[src/rtl/blast_ctrl_if.sv]
// blast_ctrl_if: request/ack, frame timing and maze RAM controller-port signals
interface blast_ctrl_if;
   logic       blast_req;
   logic [4:0] blast_x;
   logic [4:0] blast_y;
   logic [2:0] blast_radius;
   logic       blast_ack;
   logic       busy;
   logic       done;
   logic       brick_broken;
   logic       frame_tick;
   logic       active;
   logic [9:0] ram_raddr;
   logic [3:0] ram_rdata;
   logic [9:0] ram_waddr;
   logic [3:0] ram_wdata;
   logic       ram_we;
   modport slave (
      input  blast_req, blast_x, blast_y, blast_radius, frame_tick, active, ram_rdata,
      output blast_ack, busy, done, brick_broken, ram_raddr, ram_waddr, ram_wdata, ram_we
   );
   modport master (
      output blast_req, blast_x, blast_y, blast_radius, frame_tick, active, ram_rdata,
      input  blast_ack, busy, done, brick_broken, ram_raddr, ram_waddr, ram_wdata, ram_we
   );
endinterface

[src/rtl/blast_ctrl.sv]
// blast_ctrl: paints flames from a bomb cell in four directions, holds them, then clears them,
// touching the maze RAM only while the display is blanked
module blast_ctrl #(
   parameter int FLAME_FRAMES = 30,
   parameter int MAZEX        = 25,
   parameter int MAZEY        = 17
) (
   input logic        clk,
   input logic        reset_n,
   blast_ctrl_if.slave bus
);
   typedef enum logic [2:0] {IDLE, CENTER, RD, CHK, WR, NEXT, HOLD, DONE} state_t;
   localparam int FW = $clog2(FLAME_FRAMES + 1);
   localparam logic signed [6:0] MX = 7'(MAZEX);
   localparam logic signed [6:0] MY = 7'(MAZEY);
   localparam logic [3:0] EMPTY = 4'd0, BRICK = 4'd2, FLAME = 4'd3;
   state_t          state_q, state_d;
   logic            phase_q, phase_d;
   logic [4:0]      x_q, x_d, y_q, y_d;
   logic [2:0]      r_q, r_d;
   logic [1:0]      dir_q, dir_d;
   logic [3:0]      k_q, k_d;
   logic [FW-1:0]   fcnt_q, fcnt_d;
   logic            brick_q, brick_d, ack_q, ack_d, done_q, done_d;
   logic [9:0]      raddr_q, raddr_d, waddr_q, waddr_d;
   logic [3:0]      wdata_q, wdata_d;
   logic signed [6:0] sk, tx, ty;
   logic            end_dir, in_maze, writing, blast_hit, clear_hit;
   assign sk = $signed({3'b0, k_q});
   assign tx = $signed({2'b0, x_q}) + (dir_q == 2'd0 ? sk : dir_q == 2'd1 ? -sk : 7'sd0);
   assign ty = $signed({2'b0, y_q}) + (dir_q == 2'd2 ? sk : dir_q == 2'd3 ? -sk : 7'sd0);
   assign end_dir = k_q > {1'b0, r_q} || tx[6] || ty[6] || tx >= MX || ty >= MY;
   assign in_maze = $signed({2'b0, bus.blast_x}) < MX && $signed({2'b0, bus.blast_y}) < MY;
   assign blast_hit = bus.ram_rdata == EMPTY || bus.ram_rdata == BRICK || bus.ram_rdata == FLAME;
   assign clear_hit = bus.ram_rdata == FLAME;
   // writes fire only in a blanked cycle, so the strobe qualifies the held address/data with active
   assign writing = (state_q == CENTER || state_q == WR) && !bus.active;
   assign bus.ram_we       = writing;
   assign bus.brick_broken = writing && brick_q;
   assign bus.blast_ack    = ack_q;
   assign bus.done         = done_q;
   assign bus.busy         = state_q != IDLE || done_q;
   assign bus.ram_raddr    = raddr_q;
   assign bus.ram_waddr    = waddr_q;
   assign bus.ram_wdata    = wdata_q;
   always_ff @(posedge clk or negedge reset_n) begin
      if (!reset_n) begin
         state_q <= IDLE;
         phase_q <= 1'b0;
         x_q     <= '0;
         y_q     <= '0;
         r_q     <= '0;
         dir_q   <= '0;
         k_q     <= '0;
         fcnt_q  <= '0;
         brick_q <= 1'b0;
         ack_q   <= 1'b0;
         done_q  <= 1'b0;
         raddr_q <= '0;
         waddr_q <= '0;
         wdata_q <= '0;
      end else begin
         state_q <= state_d;
         phase_q <= phase_d;
         x_q     <= x_d;
         y_q     <= y_d;
         r_q     <= r_d;
         dir_q   <= dir_d;
         k_q     <= k_d;
         fcnt_q  <= fcnt_d;
         brick_q <= brick_d;
         ack_q   <= ack_d;
         done_q  <= done_d;
         raddr_q <= raddr_d;
         waddr_q <= waddr_d;
         wdata_q <= wdata_d;
      end
   end
   always_comb begin
      state_d = state_q;
      phase_d = phase_q;
      x_d     = x_q;
      y_d     = y_q;
      r_d     = r_q;
      dir_d   = dir_q;
      k_d     = k_q;
      fcnt_d  = fcnt_q;
      brick_d = brick_q;
      ack_d   = 1'b0;
      done_d  = 1'b0;
      raddr_d = '0;
      waddr_d = '0;
      wdata_d = '0;
      case (state_q)
         IDLE: if (bus.blast_req && !done_q) begin
            x_d     = bus.blast_x;
            y_d     = bus.blast_y;
            r_d     = bus.blast_radius;
            ack_d   = 1'b1;
            phase_d = 1'b0;
            fcnt_d  = '0;
            brick_d = 1'b0;
            state_d = in_maze ? CENTER : DONE;
            waddr_d = in_maze ? {bus.blast_y, bus.blast_x} : 10'd0;
            wdata_d = in_maze ? FLAME : EMPTY;
         end
         CENTER: begin
            waddr_d = bus.active ? waddr_q : 10'd0;
            wdata_d = bus.active ? wdata_q : 4'd0;
            if (!bus.active) begin
               state_d = NEXT;
               dir_d   = 2'd0;
               k_d     = 4'd1;
            end
         end
         NEXT: if (end_dir) begin
            state_d = dir_q == 2'd3 ? (phase_q ? DONE : HOLD) : NEXT;
            dir_d   = dir_q + 2'd1;
            k_d     = 4'd1;
         end else begin
            state_d = RD;
            raddr_d = {ty[4:0], tx[4:0]};
         end
         RD: begin
            raddr_d = raddr_q;
            if (!bus.active) state_d = CHK;
         end
         CHK: begin
            // k = 15 exceeds any radius, so the next NEXT closes this direction
            state_d = NEXT;
            k_d     = 4'hF;
            if (phase_q ? clear_hit : blast_hit) begin
               state_d = WR;
               waddr_d = raddr_q;
               wdata_d = phase_q ? EMPTY : FLAME;
               brick_d = !phase_q && bus.ram_rdata == BRICK;
               k_d     = (!phase_q && bus.ram_rdata == BRICK) ? 4'hF : k_q + 4'd1;
            end
         end
         WR: begin
            waddr_d = bus.active ? waddr_q : 10'd0;
            wdata_d = bus.active ? wdata_q : 4'd0;
            if (!bus.active) begin
               state_d = NEXT;
               brick_d = 1'b0;
            end
         end
         HOLD: if (bus.frame_tick) begin
            fcnt_d = fcnt_q + FW'(1);
            if (fcnt_q == FW'(FLAME_FRAMES - 1)) begin
               fcnt_d  = '0;
               phase_d = 1'b1;
               state_d = CENTER;
               waddr_d = {y_q, x_q};
            end
         end
         DONE: begin
            done_d  = 1'b1;
            state_d = IDLE;
         end
      endcase
   end
endmodule

[src/flat_wrapper.sv]
// flat-port wrapper written by rule: the top's interface ports become plain ports
module blast_ctrl_flat 
#(
   parameter int FLAME_FRAMES = 30,
   parameter int MAZEX        = 25,
   parameter int MAZEY        = 17
)
  (clk, reset_n, bus_blast_req, bus_blast_x, bus_blast_y, bus_blast_radius, bus_frame_tick, bus_active, bus_ram_rdata, bus_blast_ack, bus_busy, bus_done, bus_brick_broken, bus_ram_raddr, bus_ram_waddr, bus_ram_wdata, bus_ram_we);
  blast_ctrl_if bus_i ();
  input logic clk;
  input logic reset_n;
  input wire logic [$bits(bus_i.blast_req)-1:0] bus_blast_req;
  input wire logic [$bits(bus_i.blast_x)-1:0] bus_blast_x;
  input wire logic [$bits(bus_i.blast_y)-1:0] bus_blast_y;
  input wire logic [$bits(bus_i.blast_radius)-1:0] bus_blast_radius;
  input wire logic [$bits(bus_i.frame_tick)-1:0] bus_frame_tick;
  input wire logic [$bits(bus_i.active)-1:0] bus_active;
  input wire logic [$bits(bus_i.ram_rdata)-1:0] bus_ram_rdata;
  output wire logic [$bits(bus_i.blast_ack)-1:0] bus_blast_ack;
  output wire logic [$bits(bus_i.busy)-1:0] bus_busy;
  output wire logic [$bits(bus_i.done)-1:0] bus_done;
  output wire logic [$bits(bus_i.brick_broken)-1:0] bus_brick_broken;
  output wire logic [$bits(bus_i.ram_raddr)-1:0] bus_ram_raddr;
  output wire logic [$bits(bus_i.ram_waddr)-1:0] bus_ram_waddr;
  output wire logic [$bits(bus_i.ram_wdata)-1:0] bus_ram_wdata;
  output wire logic [$bits(bus_i.ram_we)-1:0] bus_ram_we;
  assign bus_i.blast_req = bus_blast_req;
  assign bus_i.blast_x = bus_blast_x;
  assign bus_i.blast_y = bus_blast_y;
  assign bus_i.blast_radius = bus_blast_radius;
  assign bus_i.frame_tick = bus_frame_tick;
  assign bus_i.active = bus_active;
  assign bus_i.ram_rdata = bus_ram_rdata;
  assign bus_blast_ack = bus_i.blast_ack;
  assign bus_busy = bus_i.busy;
  assign bus_done = bus_i.done;
  assign bus_brick_broken = bus_i.brick_broken;
  assign bus_ram_raddr = bus_i.ram_raddr;
  assign bus_ram_waddr = bus_i.ram_waddr;
  assign bus_ram_wdata = bus_i.ram_wdata;
  assign bus_ram_we = bus_i.ram_we;
  blast_ctrl #(.FLAME_FRAMES(FLAME_FRAMES), .MAZEX(MAZEX), .MAZEY(MAZEY)) u_core (.clk(clk), .reset_n(reset_n), .bus(bus_i));
endmodule
[config.mk]
export PLATFORM = sky130hd
export DESIGN_NAME = blast_ctrl_flat
export DESIGN_NICKNAME = d
export VERILOG_FILES = /design/src/rtl/blast_ctrl_if.sv /design/src/rtl/blast_ctrl.sv /design/src/flat_wrapper.sv
export SDC_FILE = /design/constraint.sdc
export NUM_CORES = 1
export LEC_CHECK = 0
export CORE_MARGIN = 10
export CORE_UTILIZATION = 56
export CTS_BUF_LIST = sky130_fd_sc_hd__clkbuf_2 sky130_fd_sc_hd__clkbuf_4 sky130_fd_sc_hd__clkbuf_8
export CTS_CLUSTER_SIZE = 14
export DETAILED_ROUTE_END_ITERATION = 10
export GPL_ROUTABILITY_DRIVEN = 0
export GPL_TIMING_DRIVEN = 0
export PLACE_DENSITY_LB_ADDON = 0.25
export SLEW_MARGIN = 20
export SYNTH_ARGS = -nofsm -noshare
export SYNTH_HDL_FRONTEND = slang
export SYNTH_SLANG_ARGS = --single-unit
export TNS_END_PERCENT = 10
[constraint.sdc]
create_clock -name clk -period 4.55 [get_ports clk]
set_input_delay 0.455 -clock clk [delete_from_list [all_inputs] [get_ports clk]]
set_output_delay 0.455 -clock clk [all_outputs]
set_load 0.02 [all_outputs]
==> results.md, run 1 <==
* CTS Buffer Depth at 2
* Cell taking the most area after synthesis: dfrtp_1
* Asr flop ratio synth at 1.00
* Clock-pin transition on the worst setup and hold timing paths at 0.10 ns
* Initial antenna violation count at 0
* Worst-path fanout max at 10
* Final Cycle Share at 0.892
* Ant. Diodes at 0
* Final nets at between 400 and 500
* Num Clock Sinks at 52
* Peak supply drop at about 0.37 mV
* Num CTS Buffers at 5
* Sequential area share after synthesis at 0.399
* Slowest stage cell, crit path: o41ai_1
* Multi-input logic area at between 1500 and 2000 sq um
* HPWL Detailed at approximately 6500 microns
* Min cycle time layout at slightly above 4 ns
* I/O pin total at a little over 50
* DR vias at between 2,000 and 3,000
* Leak pwr at 1.83 nW
* Die Y at slightly below 100 microns
* Crit path cell chain: inv_1 -> ha_1 -> nand2_1 -> o21ai_0 -> ha_1 -> a21o_1 -> a21oi_2 -> xnor2_1 -> o41ai_1 -> nand4b_4 -> a211oi_4 -> and3_1 -> buf_6 -> a22o_1
* DRC Markers at 0
* Commonest non-fill, non-tap cell in the layout: nand2_1
* Setup CP Type: reg -> reg
* Worst Path Arrival at 4.31 ns
* Cts hold-fix bufs at 0
* Data required time of the worst path at roughly 4.8 ns
* Core area at around 5600 sq um
* Share of the synthesized area in the top cell type at 0.399
* RSZ-0062 raised after global routing: false
* Htree depth at 2
* CTS tree: yes
* Via density at roughly 6.0
* CP bufs+invs at 2
* Placed instance area at about 3800 sq um
* Initial DRC count at around 300
* Area delta synth->final at 20.2%
* Initial Utilization at 0.585
* Syn Area/Cell at roughly 8.9 sq um
* Relative slew slack at 0.330
* Most frequent cell on the critical path: ha_1
* Count of final max-slew check failures at 0
* Finished Cell Area at between 3000 and 4000 sq um
* Fraction of layout cells with a size suffix above 1 at 0.0613
* Reg2reg start: u_core.k_q[0]
* Post-place setup slack at 0.545 ns
* Post-synth EDFFs at 0
* # setup viols final at 0
* Port buffer count at 48
* CTS resizes at 0
* CP startpoint: u_core.k_q[0]
* P per Cell Area at 623 nW/um^2
* PnR worst setup slack at about 0.49 ns
* WL final at between 8000 and 9000 microns
* Syn. warnings at 0
* Syn Inst Count at between 300 and 400
* CP startpoint kind: flip-flop
* Status: complete, no violations
* F_max at between 200 and 250 MHz
* Delay-heaviest family, CP: compound AO/OA/AOI/OAI gates
* Most frequent cells in the layout: nand2_1 (81), dfrtp_1 (52), clkdlybuf4s50_1 (47)
* GRT overflow at 0
* Crit-path max cell delay at between 0.5 and 0.6 ns
* Slew @ Worst Pin at about 1.0 ns
* Clock root buffer: clkbuf_8
* Cell variety after synth at between 50 and 60
* ANT nets after route at 0
* Area of the die at ~9000 sq um
* Site Rows at 27
* Die width at just under 100 microns
* Largest cells by area after synthesis: dfrtp_1 (40%), nand2_1 (9.3%), ha_1 (8.1%), a22o_1 (4.3%), nor2_1 (3.9%)
* Clock latency on the worst-skew pair at 0.31 ns
* Setup tns final at 0 ns
* Synthesized cell area at 3260 sq um
* Gr usage total at 0.195
* Number of global-route vias before repair at just under 3,000
* Final Skew at between 0.015 and 0.02 ns
* First-pass detailed-route iteration total at 6
* Crit path capture type: flip-flop
* Sequential Area at 1300 sq um
* Hold crit path type: in -> async
* Final hold vios at 0
* # Max-Cap Violations at 0
* Largest net degree at the start of global routing at 53
* DR WL/cell at 17.6 microns
* Global-route wire length before repair at roughly 14,000 microns
* Count of state elements after synthesis at 52
* Synth Flop Type: dfrtp_1
* # fillers at 453
* Setup bufs post-CTS at 0
## where the power goes
group	internal, mW	switching, mW
logic	0.623	0.838
registers	0.590	0.121
clock network	0.108	0.161
## cell usage after synthesis (all sizes together), types with 4 or more instances
cell type / count
a211oi: 6
a21o: 7
a21oi: 14
a222oi: 10
a22o: 16
buf: 8
clkbuf: 9
dfrtp: 52
ha: 21
inv: 11
mux2i: 4
nand2: 82
nand3: 8
nor2: 34
nor2b: 5
nor3: 9
o21ai: 15
o22ai: 4
xor2: 4
## stage by stage
stage	total power, mW	instances	util	hold WS, ns
floorplan	1.77	368	-	0.159
detailed placement	2.16	488	0.687	0.479
global placement	2.11	488	0.688	0.475
finish	2.44	496	0.703	0.165
global route	2.64	496	0.703	0.214
CTS	2.43	496	0.703	0.192
## state kept, by name, summed over array words and instances, names as in the netlist
name,count
u_core.bus.ram_wdata,1
u_core.y_q,5
u_core.bus.blast_ack,1
u_core.state_q,3
u_core.r_q,3
u_core.dir_q,2
u_core.bus.ram_waddr,10
u_core.fcnt_q,5
u_core.bus.done,1
u_core.bus.ram_raddr,10
u_core.x_q,5
u_core.k_q,4
u_core.brick_q,1
u_core.phase_q,1
## path summary, 6_finish.rpt
kind / to / slack, ns / cells after the start
min in group clk: u_core.r_q[0] / 0.50 / 2
hold / removal: u_core.bus.ram_waddr[0] / 0.17 / 1
setup reg to reg: u_core.bus.ram_raddr[8] / 0.49 / 14
setup / recovery: u_core.bus.ram_raddr[8] / 0.49 / 14
hold reg to reg: u_core.r_q[0] / 0.50 / 2
max in group asynchronous: u_core.r_q[2] / 3.94 / 1
## routing by layer
metal / vias up / routed length, microns / part of all wire / global-route usage
li1: 1425 / - / - / -
met1: 1449 / 3740 / 0.43 / 0.241
met2: 104 / 4250 / 0.49 / 0.330
met3: 15 / 580 / 0.066 / 0.0459
met4: 0 / 162 / 0.019 / 0.0617
met5: - / 0 / 0 / 0
## layout make-up
type,instances,area share
Sequential cell,52,0.332
Clock inverter,3,0.00479
Tap cell,72,0.0230
Clock buffer,5,0.0176
Timing Repair Buffer,48,0.122
Inverter,12,0.0115
Buffer,17,0.0239
Multi-Input combinational cell,287,0.465
## kinds of logic after synthesis
logic type | Yosys count | synth area share
simple gates | 157 | 0.216
compound gates | 93 | 0.214
flops | 52 | 0.399
buf+inv | 29 | 0.0426
fa+ha+maj | 23 | 0.0929
xor+xnor | 7 | 0.0188
mux | 5 | 0.0157
other cells | 1 | 0.00115
Note: power is estimated with default switching activity, not from simulation.
==> run 2: changes to the inputs <==
REMOVE_ABC_BUFFERS = 1   (was not set)
==> run 2 against run 1 <==
Hold slack hardly changed. Cell area fell by 1.2%. Die area is the same. Sequential share of layout area grew 0.41 points. Global-route usage fell by 0.66 points. Sequential power is 7.7% higher. Clock power is 25% higher. Largest cell class unchanged. Largest power group unchanged. Highest routed layer unchanged.
==> results.md, run 2 (same netlist as run 1, synthesis figures left out) <==
* Status: complete, no violations
* GRT overflow at 0
* WL final at around 8700 microns
* Commonest non-fill, non-tap cell in the layout: nand2_1
* CTS Buffer Depth at 2
* Slowest stage cell, crit path: and3_1
* Number of global-route vias before repair at about 2,800
* Initial Utilization at 0.585
* Leak pwr at 1.81 nW
* Final Skew at approximately 0.014 ns
* Clock-pin transition on the worst setup and hold timing paths at roughly 0.11 ns
* Final nets at approximately 450
* Hold crit path type: in -> async
* Fraction of layout cells with a size suffix above 1 at 0.0564
* Initial DRC count at 332
* CTS tree: yes
* Final Cycle Share at 0.906
* DR vias at 2,972
* Die Y at slightly below 100 microns
* Cts hold-fix bufs at 0
* Slew @ Worst Pin at between 1 and 1.5 ns
* Count of final max-slew check failures at 0
* Min cycle time layout at 4.12 ns
* Via density at about 6.2
* # setup viols final at 0
* Layout Cells excl Fill at 480
* Worst Path Arrival at about 4.4 ns
* Initial antenna violation count at 0
* Setup tns final at 0 ns
* Final Power at ~2.5 mW
* Peak supply drop at 0.346 mV
* Ant. Diodes at 0
* Register-to-Register Path Depth at 13
* Crit-path max cell delay at 0.55 ns
* CP startpoint kind: flip-flop
* Worst-path fanout max at 10
* Site Rows at 27
* DP Cell Count at 472
* ANT nets after route at 0
* Relative slew slack at 0.306
* # Max-Cap Violations at 0
* Num CTS Buffers at 5
* I/O pin total at just over 50
* Most frequent cell on the critical path: ha_1
* Core area at 5570 sq um
* Data required time of the worst path at approximately 4.8 ns
* Crit path capture type: flip-flop
* F_max at 243 MHz
* Most frequent cells in the layout: nand2_1 (81), dfrtp_1 (52), clkdlybuf4s50_1 (47)
* Gr usage total at 0.189
* Largest net degree at the start of global routing at 53
* Clock latency on the worst-skew pair at approximately 0.31 ns
* HPWL Detailed at about 6300 microns
* Area delta synth->final at 18.8%
* RSZ-0062 raised after global routing: false
* Global-route wire length before repair at 13,900 microns
* Port buffer count at between 40 and 50
* Htree depth at 2
* # fillers at 463
* P per Cell Area at ~640 nW/um^2
* DR WL/cell at 18.1 microns
* Crit path cell chain: inv_1 -> ha_1 -> nand2_1 -> o21ai_0 -> ha_1 -> a21o_1 -> a21oi_2 -> xnor2_1 -> o41ai_2 -> nand4b_4 -> a211oi_4 -> and3_1 -> a22o_1
* DRC Markers at 0
* Clock root buffer: clkbuf_8
* First-pass detailed-route iteration total at 5
* Final hold vios at 0
* Die width at around 96 microns
* Area of the die at between 9000 and 10,000 sq um
* Num Clock Sinks at 52
* Setup CP Type: reg -> reg
==> run 2: cell types whose count changed in the layout (fill, tap and decap cells not counted), sizes merged <==
cell    delta
bufinv     +1
clkbuf     -8
inv        +1
clkinv     -3
buf        -7
==> run 2: power breakdown <==
group | switching [mW] | internal (mW)
registers | 0.177 | 0.588
logic | 0.789 | 0.603
clock network | 0.165 | 0.173
total | 1.13 | 1.36
==> run 2: per-layer routing <==
layer,wire [microns],GRT usage,up-vias
li1,-,-,1401
met1,3630,0.225,1454
met2,4440,0.336,106
met3,548,0.0428,11
met4,91,0.0472,0
met5,0,0,-
==> run 2: critical path: cells and delay by family, from the launching register on <==
family | cells | cell delay, ns
simple gates | 3 | 0.78
buf+inv | 1 | 0.17
compound gates | 6 | 1.80
fa+ha+maj | 2 | 0.72
xor+xnor | 1 | 0.11
flops | 1 | 0.47
==> run 2: repair_timing <==
action	CTS	global route
resized for setup	0	1
endpoints found under the setup margin	0	10
setup buffers	0	0
==> run 2: area by class of cell <==
cell class | count | area [sq um] | area share
inverters | 12 | 45.0 | 0.0116
clock inverters | 2 | 38.8 | 0.0100
flip-flops and latches | 52 | 1300 | 0.336
clock buffers | 6 | 76.3 | 0.0197
multi-input cells | 287 | 1840 | 0.474
repair buffers | 49 | 483 | 0.125
well taps | 72 | 90.1 | 0.0233
==> run 2: final timing paths <==
path,slack [ns],from,end
hold / removal,0.17,reset_n,u_core.y_q[1]
hold reg to reg,0.51,u_core.bus.ram_waddr[9],u_core.bus.ram_waddr[9]
setup reg to reg,0.43,u_core.k_q[0],u_core.bus.ram_raddr[2]
setup / recovery,0.43,u_core.k_q[0],u_core.bus.ram_raddr[2]
max in group asynchronous,3.95,reset_n,u_core.r_q[2]
min in group clk,0.51,u_core.bus.ram_waddr[9],u_core.bus.ram_waddr[9]
==> run 2: metrics by stage <==
stage	worst slack (ns)	util	cell area [sq um]	hold slack [ns]
global route	0.160	0.695	3870	0.214
floorplan	1.17	-	3170	0.159
CTS	0.248	0.693	3860	0.194
finish	0.427	0.695	3870	0.165
detailed placement	0.339	0.673	3750	0.482
global placement	0.358	0.671	3740	0.475
==> run 3: changes to the inputs <==
GPL_TIMING_DRIVEN = not set   (was 0)
==> run 3 against run 2 <==
Critical path depth unchanged. Sequential share of layout area rose by 0.20 points. Combinational power is essentially flat. Wire length is 2.0% lower. Utilization is 0.40 points lower. Sequential power barely moved. Total power fell by 3.2%. Via count barely moved. Hold slack better by 0.075 ns. Clock skew barely moved. Clock power shrank 18%.
==> results.md, run 3 (same netlist as run 1, synthesis figures left out) <==
* Setup tns final at 0 ns
* Most frequent cells in the layout: nand2_1 (81), dfrtp_1 (52), clkdlybuf4s50_1 (47)
* ANT nets after route at 0
* Die width at around 96 microns
* Final hold vios at 0
* Register-to-Register Path Depth at 13
* WL final at 8530 microns
* Port buffer count at 48
* Initial DRC count at 280
* CP startpoint kind: flip-flop
* Commonest non-fill, non-tap cell in the layout: nand2_1
* Htree depth at 2
* Num CTS Buffers at 5
* Worst Path Arrival at 4.16 ns
* Die Y at a little under 100 microns
* Worst-path fanout max at 10
* Final nets at about 450
* Post-place setup slack at ~0.71 ns
* DP Cell Count at 472
* Via density at ~6.2
* Combinational share of power at 0.569
* DR vias at 2,974
* Clock power share at 0.114
* Setup bufs post-CTS at 0
* # fillers at around 450
* First-pass detailed-route iteration total at 6
* Int Pwr at 1.29 mW
* PnR worst setup slack at around 0.64 ns
* Initial antenna violation count at 0
* HPWL Detailed at 6420 microns
* Clock latency on the worst-skew pair at about 0.32 ns
* Min cycle time layout at roughly 3.9 ns
* P per Cell Area at 627 nW/um^2
* Number of global-route vias before repair at 2,955
* Slew @ Worst Pin at about 1.1 ns
* Data required time of the worst path at about 4.8 ns
* R2R setup slack at roughly 0.64 ns
* F_max at about 260 MHz
* Layout Cells excl Fill at 480
* DR WL/cell at between 15 and 20 microns
* Num Clock Sinks at 52
* Relative slew slack at 0.271
* CTS resizes at 0
* Final Cycle Share at 0.860
* I/O pin total at 51
* Setup CP Type: reg -> reg
* Core area at ~5600 sq um
* Status: complete, no violations
* DRC Markers at 0
* Area of the die at 9270 sq um
* Sequential share of power at 0.317
* # Max-Cap Violations at 0
* CTS tree: yes
* Leak pwr at 1.79 nW
* P_sw at between 1 and 1.5 mW
* Site Rows at 27
* Gr usage total at 0.195
* Largest net degree at the start of global routing at 53
* Cts hold-fix bufs at 0
* Fraction of layout cells with a size suffix above 1 at 0.0539
* Clock-pin transition on the worst setup and hold timing paths at ~0.11 ns
* CTS Buffer Depth at 2
* GRT overflow at 0
* Multi-input logic area at ~1800 sq um
* Crit path capture type: flip-flop
* Count of final max-slew check failures at 0
* CP startpoint: u_core.k_q[1]
* Global-route wire length before repair at between 10,000 and 15,000 microns
* Area delta synth->final at 18.1%
* Clock root buffer: clkbuf_8
* Initial Utilization at 0.585
* Peak supply drop at 0.371 mV
* Reg2reg start: u_core.k_q[1]
* # setup viols final at 0
* CP Capture Point: u_core.bus.ram_raddr[3]
* Sw frac at 0.464
* R2R Path End: u_core.bus.ram_raddr[3]
* Sequential Area at ~1300 sq um
* Ant. Diodes at 0
* Hold crit path type: in -> async
* Final Skew at 0.0136 ns
* RSZ-0062 raised after global routing: false
==> run 3: power by group through the flow <==
stage / logic (mW) / registers, mW / clock network [mW]
global placement: 1.32 / 0.766 / 0
CTS: 1.36 / 0.762 / 0.281
global route: 1.52 / 0.791 / 0.299
detailed placement: 1.36 / 0.771 / 0
floorplan: 0.970 / 0.759 / 0
finish: 1.37 / 0.766 / 0.275
==> run 3: worst max-delay path: stages (launching register included) <==
cell and delay [ns]:
dfrtp_1 0.54, inv_1 0.08, ha_1 0.33, nand2_1 0.06, o21ai_0 0.30, ha_1 0.32, a21o_1 0.20, a21oi_2 0.14
xnor2_1 0.09, o41ai_1 0.46, nand4b_4 0.16, a211oi_4 0.45, and3_1 0.48, a22o_1 0.21
==> run 3: final cells by class <==
type / instances / share of cell area
Clock buffer: 5 / 0.0179
Clock inverter: 3 / 0.00585
Inverter: 12 / 0.0117
Multi-Input combinational cell: 287 / 0.478
Sequential cell: 52 / 0.338
Tap cell: 72 / 0.0234
Timing Repair Buffer: 49 / 0.125
==> run 3: how the worst min path moves through the flow <==
stage                       startpoint                      end  slack, ns  cells past startpoint
2_1_floorplan                  reset_n           u_core.brick_q       0.16                      0
3_3_place_gp   u_core.bus.ram_waddr[1]  u_core.bus.ram_waddr[1]       0.48                      2
3_5_place_dp   u_core.bus.ram_waddr[3]  u_core.bus.ram_waddr[3]       0.48                      2
4_1_cts                        reset_n          u_core.dir_q[0]       0.26                      2
5_1_grt                        reset_n            u_core.y_q[1]       0.30                      2
6_report                       reset_n  u_core.bus.ram_waddr[0]       0.24                      2
==> run 3: layer usage <==
metal	wire length (microns)	global-route usage
met2	4190	0.342
met1	3490	0.234
met5	0	0
met3	695	0.0350
met4	155	0.0654
==> run 3: through the flow <==
stage	hold slack, ns	util	area [sq um]	power (mW)
floorplan	0.159	-	3170	1.73
global placement	0.476	0.673	3750	2.09
detailed placement	0.482	0.674	3760	2.13
CTS	0.262	0.690	3850	2.41
global route	0.296	0.690	3850	2.61
finish	0.240	0.690	3850	2.42
